**src/rtl/e203_exu_brslv_q_pkg.sv**
```systemverilog
// Shared types and constants for the commit-stage branch resolve unit.
// Holds the flush FSM encoding, the sequential PC increments and the counter-enable helper.
package e203_exu_brslv_q_pkg;

   typedef enum logic {
      IDLE = 1'b0,
      PEND = 1'b1
   } brslv_state_e;

   localparam int unsigned PC_INC_32 = 4;
   localparam int unsigned PC_INC_16 = 2;

   // Which side effect a redirect carries; pulsed out on the IFU handshake.
   typedef struct packed {
      logic mret;
      logic dret;
      logic fencei;
   } flush_kind_t;

   function automatic logic cnt_enabled(input int unsigned en);
      return (en != 0);
   endfunction

endpackage

```
**src/rtl/e203_exu_brslv_tgt.sv**
```systemverilog
// Redirect target computation for a committing branch/jump/FENCE.I/MRET/DRET.
// Purely combinational so it can feed either the registered or the pass-through flush path.
module e203_exu_brslv_tgt
   import e203_exu_brslv_q_pkg::*;
#(
   parameter int PC_W = 32
) (
   input  logic [PC_W-1:0] pc,
   input  logic [PC_W-1:0] imm,
   input  logic            rv32,
   input  logic            bjp,
   input  logic            prdt,
   input  logic            fencei,
   input  logic            mret,
   input  logic            dret,
   input  logic [PC_W-1:0] epc,
   input  logic [PC_W-1:0] dpc,
   output logic [PC_W-1:0] tgt_pc
);

   logic [PC_W-1:0] seq_inc;
   logic [PC_W-1:0] pc_seq;
   logic [PC_W-1:0] pc_off;

   assign seq_inc = rv32 ? PC_W'(PC_INC_32) : PC_W'(PC_INC_16);
   assign pc_seq  = pc + seq_inc;
   assign pc_off  = pc + imm;

   // A predicted-taken branch that resolved not-taken falls through to the next instruction.
   always_comb begin
      tgt_pc = pc_off;
      if (dret) begin
         tgt_pc = dpc;
      end else if (mret) begin
         tgt_pc = epc;
      end else if (fencei || (bjp && prdt)) begin
         tgt_pc = pc_seq;
      end
   end

endmodule

```
**src/rtl/e203_exu_brslv_q.sv**
```systemverilog
// Commit-stage branch resolve unit: raises IFU redirects, BHT updates and prediction statistics.
// REG_FLUSH selects a registered, ack-held flush request or the legacy combinational path.
module e203_exu_brslv_q
   import e203_exu_brslv_q_pkg::*;
#(
   parameter int PC_W      = 32,
   parameter int XLEN      = 32,
   parameter int REG_FLUSH = 1,
   parameter int CNT_W     = 32,
   parameter int CNT_EN    = 1
) (
   input  logic             clk,
   input  logic             rst_n,
   input  logic             cmt_i_valid,
   output logic             cmt_i_ready,
   input  logic             cmt_i_rv32,
   input  logic             cmt_i_bjp,
   input  logic             cmt_i_bxx,
   input  logic             cmt_i_bjp_prdt,
   input  logic             cmt_i_bjp_rslv,
   input  logic             cmt_i_fencei,
   input  logic             cmt_i_mret,
   input  logic             cmt_i_dret,
   input  logic [PC_W-1:0]  cmt_i_pc,
   input  logic [XLEN-1:0]  cmt_i_imm,
   input  logic [PC_W-1:0]  csr_epc_r,
   input  logic [PC_W-1:0]  csr_dpc_r,
   input  logic             nonalu_excpirq_flush_req_raw,
   output logic             brchmis_flush_req,
   input  logic             brchmis_flush_ack,
   output logic [PC_W-1:0]  brchmis_flush_pc,
   output logic             cmt_mret_ena,
   output logic             cmt_dret_ena,
   output logic             cmt_fencei_ena,
   output logic             bht_upd_valid,
   output logic [PC_W-1:0]  bht_upd_pc,
   output logic             bht_upd_taken,
   output logic             bht_upd_mis,
   input  logic             stat_clr,
   output logic [CNT_W-1:0] stat_bxx,
   output logic [CNT_W-1:0] stat_bxxmis
);

   logic            is_br;
   logic            mispred;
   logic            need_flush;
   logic            cmt_accept;
   logic [PC_W-1:0] tgt_pc;
   flush_kind_t     cur_kind;

   logic            flush_req_w;
   logic            ready_w;
   logic [PC_W-1:0] flush_pc_w;
   flush_kind_t     ena_w;

   assign is_br      = cmt_i_bjp | cmt_i_fencei | cmt_i_mret | cmt_i_dret;
   assign mispred    = cmt_i_bjp_prdt ^ cmt_i_bjp_rslv;
   assign need_flush = (cmt_i_bjp & mispred) | cmt_i_fencei | cmt_i_mret | cmt_i_dret;
   assign cmt_accept = cmt_i_valid & ready_w;

   assign cur_kind.mret   = cmt_i_mret;
   assign cur_kind.dret   = cmt_i_dret;
   assign cur_kind.fencei = cmt_i_fencei;

   e203_exu_brslv_tgt #(
      .PC_W (PC_W)
   ) u_tgt (
      .pc     (cmt_i_pc),
      .imm    (cmt_i_imm[PC_W-1:0]),
      .rv32   (cmt_i_rv32),
      .bjp    (cmt_i_bjp),
      .prdt   (cmt_i_bjp_prdt),
      .fencei (cmt_i_fencei),
      .mret   (cmt_i_mret),
      .dret   (cmt_i_dret),
      .epc    (csr_epc_r),
      .dpc    (csr_dpc_r),
      .tgt_pc (tgt_pc)
   );

   generate
      if (REG_FLUSH != 0) begin : g_reg_flush
         brslv_state_e    state_reg;
         brslv_state_e    state_next;
         logic [PC_W-1:0] tgt_reg;
         flush_kind_t     kind_reg;
         logic            flush_start;

         always_ff @(posedge clk or negedge rst_n) begin
            if (!rst_n) begin
               state_reg <= IDLE;
               tgt_reg   <= '0;
               kind_reg  <= '0;
            end else begin
               state_reg <= state_next;
               if (flush_start) begin
                  tgt_reg  <= tgt_pc;
                  kind_reg <= cur_kind;
               end
            end
         end

         // While a redirect is pending the commit stage is frozen and the exception flush is ignored.
         always_comb begin
            state_next  = state_reg;
            ready_w     = 1'b0;
            flush_req_w = 1'b0;
            flush_start = 1'b0;
            ena_w       = '0;
            case (state_reg)
               IDLE: begin
                  ready_w = ~is_br | ~nonalu_excpirq_flush_req_raw;
                  if (cmt_i_valid && need_flush && !nonalu_excpirq_flush_req_raw) begin
                     flush_start = 1'b1;
                     state_next  = PEND;
                  end
               end
               PEND: begin
                  flush_req_w = 1'b1;
                  if (brchmis_flush_ack) begin
                     ena_w      = kind_reg;
                     state_next = IDLE;
                  end
               end
               default: state_next = IDLE;
            endcase
         end

         assign flush_pc_w = tgt_reg;
      end else begin : g_comb_flush
         always_comb begin
            flush_req_w = cmt_i_valid & need_flush & ~nonalu_excpirq_flush_req_raw;
            ready_w     = ~is_br
                        | ((need_flush ? brchmis_flush_ack : 1'b1) & ~nonalu_excpirq_flush_req_raw);
            ena_w.mret   = flush_req_w & brchmis_flush_ack & cmt_i_mret;
            ena_w.dret   = flush_req_w & brchmis_flush_ack & cmt_i_dret;
            ena_w.fencei = flush_req_w & brchmis_flush_ack & cmt_i_fencei;
         end

         assign flush_pc_w = tgt_pc;
      end
   endgenerate

   assign cmt_i_ready       = ready_w;
   assign brchmis_flush_req = flush_req_w;
   assign brchmis_flush_pc  = flush_pc_w;
   assign cmt_mret_ena      = ena_w.mret;
   assign cmt_dret_ena      = ena_w.dret;
   assign cmt_fencei_ena    = ena_w.fencei;

   // BHT training strobe, one cycle after each accepted conditional branch.
   logic            bht_valid_reg;
   logic [PC_W-1:0] bht_pc_reg;
   logic            bht_taken_reg;
   logic            bht_mis_reg;

   always_ff @(posedge clk or negedge rst_n) begin
      if (!rst_n) begin
         bht_valid_reg <= 1'b0;
         bht_pc_reg    <= '0;
         bht_taken_reg <= 1'b0;
         bht_mis_reg   <= 1'b0;
      end else begin
         bht_valid_reg <= cmt_accept & cmt_i_bxx;
         if (cmt_accept && cmt_i_bxx) begin
            bht_pc_reg    <= cmt_i_pc;
            bht_taken_reg <= cmt_i_bjp_rslv;
            bht_mis_reg   <= mispred;
         end
      end
   end

   assign bht_upd_valid = bht_valid_reg;
   assign bht_upd_pc    = bht_pc_reg;
   assign bht_upd_taken = bht_taken_reg;
   assign bht_upd_mis   = bht_mis_reg;

   generate
      if (cnt_enabled(CNT_EN)) begin : g_cnt
         logic [1:0]       cnt_inc;
         logic [CNT_W-1:0] cnt_w [2];

         // Slot 0 counts correct predictions, slot 1 mispredictions.
         assign cnt_inc[0] = cmt_accept & cmt_i_bxx & ~mispred;
         assign cnt_inc[1] = cmt_accept & cmt_i_bxx & mispred;

         for (genvar gi = 0; gi < 2; gi++) begin : g_ctr
            logic [CNT_W-1:0] cnt_reg;

            always_ff @(posedge clk or negedge rst_n) begin
               if (!rst_n) begin
                  cnt_reg <= '0;
               end else if (stat_clr) begin
                  cnt_reg <= '0;
               end else if (cnt_inc[gi] && (cnt_reg != '1)) begin
                  cnt_reg <= cnt_reg + CNT_W'(1);
               end
            end

            assign cnt_w[gi] = cnt_reg;
         end

         assign stat_bxx    = cnt_w[0];
         assign stat_bxxmis = cnt_w[1];
      end else begin : g_no_cnt
         logic cnt_unused;
         assign cnt_unused  = stat_clr;
         assign stat_bxx    = '0;
         assign stat_bxxmis = '0;
      end
   endgenerate

endmodule

```
**config.mk**
```make
export PLATFORM = sky130hd
export DESIGN_NAME = e203_exu_brslv_q
export DESIGN_NICKNAME = d
export VERILOG_FILES = /design/src/rtl/e203_exu_brslv_q_pkg.sv /design/src/rtl/e203_exu_brslv_tgt.sv /design/src/rtl/e203_exu_brslv_q.sv
export SDC_FILE = /design/constraint.sdc
export NUM_CORES = 1
export LEC_CHECK = 0
export ABC_AREA = 1
export BUFFER_PORTS_ARGS = -buffer_cell sky130_fd_sc_hd__buf_2
export CORE_ASPECT_RATIO = 0.75
export CORE_MARGIN = 2
export CORE_UTILIZATION = 30
export CTS_CLUSTER_SIZE = 30
export DETAILED_ROUTE_END_ITERATION = 12
export GPL_TIMING_DRIVEN = 0
export PLACE_DENSITY_LB_ADDON = 0.12
export SYNTH_ARGS = -nofsm -noshare
export SYNTH_HDL_FRONTEND = slang
export SYNTH_SLANG_ARGS = --single-unit
```
**constraint.sdc**
```tcl
create_clock -name clk -period 3.2 [get_ports clk]
set_input_delay 0.64 -clock clk [delete_from_list [all_inputs] [get_ports clk]]
set_output_delay 0.64 -clock clk [all_outputs]
set_load 0.03 [all_outputs]
```
==> metrics <==
share of cells above drive strength 1=19.6%; clock slew at reported path FFs=60 ps; CTS tree=done; Max-cap violations=0; Die X-Extent=around 210 um; Max Slew Vio Count=0; Worst EP arrival=3280 ps; Post CTS Setup Buffer Count=0; DRT Pass-1 Iters=5; standard-cell rows=56; via count=10400; Slowest cell on crit path=fa_1; Final Net Count=1930; Vias/cell=4.80; Sink Count=135; Final TNS setup=0 ps; Std-Cell Core Area=0.0315 sq mm; Avg Cell Area, Syn=6.61 sq um; critical path class=input pin to register; clk buf depth=2; max incr delay on CP=approximately 440 ps; Buffers on Ports=276; register area share after synthesis=a little over a third; Seq cells post-synth=135; Fmax achieved=~0.34 GHz; Remaining DRCs=0; drt wl/cell=about 17 um; RSZ-0062 raised after global routing=no; min cycle time layout=2950 ps; area grow syn2layout=26.3%; Worst path top cell family by delay=simple AND/OR/NAND/NOR gates; largest net degree at the start of global routing=72; Die Height=159 um; min-delay worst type=input pin to async pin; period utilization=about 90%; required time of the critical path=3530 ps; cts hold-fix bufs=0; Post-synth EDFFs=0; Power Density=around 470 mW/mm^2; H-tree lvl count=4; most frequent cells after synthesis=nand2_1 (484), nor2_1 (186), inv_1 (183); skew final=approximately 6.3 ps; final setup margin=253 ps; crit path cell chain=buf_2 > a21oi_2 > inv_1 > clkbuf_2 > nor2_1 > ha_1 > inv_1 > fa_1 > o21bai_1 > nand2_1 > nand3_1 > nand2_1 > nand3_1 > nand3_1 > nand2_1 > nand2_1; Post-Syn Nets=1634; Worst path most repeated cell=nand2_1; Final Hold Viols=0; ys flop type=dfrtp_1; Total Wirelength=37400 um; Warnings, synthesis=0; DR iter-0 viols=675; vias in the first global route=between 10000 and 15000; IO Count=278; Yosys top cell area share=35.0%; Tot Pwr=5.74 mW; number of routed nets with antenna violations=0; Critical Path Fanout Max=10; die area=0.0336 sq mm; endpoint class of the critical path=register; WP buf/inv=4; synthesized cell area=0.00964 sq mm; Least-Margin Pin Slew=835 ps; status=complete, no violations; antenna violations before repair=5; P_leak=between 6 and 7 nW; Mapped Cells=about 1500; slew margin rel.=44.3%; first-pass GRT wire length=58400 um; Post-DP HPWL=30000 um; CP Launch Type=input pin; CTS Buf Count=17; Layout fillers=3470; # setup viols final=0; post-synthesis async set-or-reset flop share=100%; pre-CTS setup slack=-565 ps; Synth cell types=45; worst vdd ir=0.268 mV; most frequent cell after synthesis=nand2_1; Placer Congestion=around 0.9; total global-route track usage=22.5%; grt ovf=0; Root Buffer=clkbuf_16; area leader, netlist=dfrtp_1; Initial Util=30.6%; synth top area cells=dfrtp_1 (35%), nand2_1 (19%), nor2_1 (7.2%); clk_lat worst skew=between 400 and 500 ps
==> through the flow <==
stage / hold slack (ps) / cells / util (%) / area (sq um)
2_1_floorplan: 344 / 1458 / - / 9640
3_3_place_gp: 459 / 2140 / 36.7 / 11500
3_5_place_dp: 460 / 2141 / 36.8 / 11600
4_1_cts: 207 / 2172 / 38.7 / 12200
5_1_grt: 211 / 2173 / 38.7 / 12200
6_report: 188 / 2175 / 38.7 / 12200
==> cells by family after synthesis <==
family	Yosys count	synth area share, %
AO/OA/AOI/OAI	185	11.3
XOR/XNOR	39	3.54
adder cells (fa/ha/maj)	34	4.49
buffers and inverters	229	9.20
flip-flops	135	35.0
multiplexers	1	0.104
AND/OR/NAND/NOR	835	36.3
==> repair_timing <==
item,in CTS,in global routing
endpoints found under the setup margin,5,13
cloned,0,0
gates resized for setup,1,3
endpoints found under the hold margin,0,0
==> worst reg2reg max path, stage by stage, from the launching register on <==
cell      delay (ps)
dfrtp_1          520
nand2_1          130
nor3_1           190
nand2_1          130
nor2_1           120
nand4_1          100
nand2_2          200
nand2_1          210
clkbuf_2         250
o21ai_0          210
==> cells in the final DEF, fill, tap and decap left out, types with 17 or more instances in the layout <==
master | synthesis | final
a22oi_1 | 26 | 26
nand3_1 | 70 | 70
a21oi_1 | 47 | 46
xnor2_1 | 17 | 17
dfrtp_1 | 135 | 135
nand4_1 | 32 | 32
xor2_1 | 22 | 22
nand2_1 | 484 | 484
clkbuf_1 | 25 | 25
ha_1 | 33 | 33
clkbuf_16 | 0 | 17
o21ai_0 | 60 | 60
nor2_1 | 186 | 186
nor3_1 | 32 | 32
inv_1 | 183 | 183
buf_2 | 7 | 283
o31ai_1 | 19 | 19
==> routing by layer <==
layer | up-vias | global-route usage [%] | routed length, um
li1 | 5269 | - | -
met1 | 4868 | 30.8 | 17600
met2 | 273 | 36.3 | 17200
met3 | 27 | 5.31 | 2150
met4 | 4 | 4.67 | 376
met5 | - | 0 | 26
==> report_power, final <==
group          switching (mW)  internal [mW]  total (mW)
Combinational            1.12          0.488        1.60
Clock                   0.842           1.26        2.11
Sequential              0.113           1.92        2.03
==> worst paths after layout <==
| check | start | end | slack, ps | depth (start not counted) |
|---|---|---|---|---|
| max in group asynchronous | rst_n | bht_upd_pc[22]$_DFFE_PN0P_ | 2190 | 2 |
| min reg2reg | bht_upd_pc[26]$_DFFE_PN0P_ | bht_upd_pc[26]$_DFFE_PN0P_ | 480 | 2 |
| min in group clk | brchmis_flush_ack | g_reg_flush.state_reg$_DFF_PN0_ | 410 | 2 |
| max reg2reg | stat_bxx[7]$_DFFE_PN0P_ | stat_bxx[11]$_DFFE_PN0P_ | 1040 | 9 |
| min | rst_n | stat_bxxmis[22]$_DFFE_PN0P_ | 190 | 1 |
| max | cmt_i_bjp_prdt | brchmis_flush_pc[20]$_DFFE_PN0P_ | 250 | 16 |
==> final cells by class <==
type / count / area, sq um / area share (%)
Timing Repair Buffer: 277 / 1420 / 11.6
Inverter: 192 / 723 / 5.94
Antenna cell: 3 / 7.51 / 0.0616
Clock inverter: 11 / 146 / 1.20
Multi-Input combinational cell: 1094 / 5380 / 44.2
Sequential cell: 135 / 3380 / 27.7
Clock buffer: 20 / 457 / 3.75
Tap cell: 406 / 508 / 4.17
Buffer: 37 / 166 / 1.37
Power figures use the tool's default switching activity.
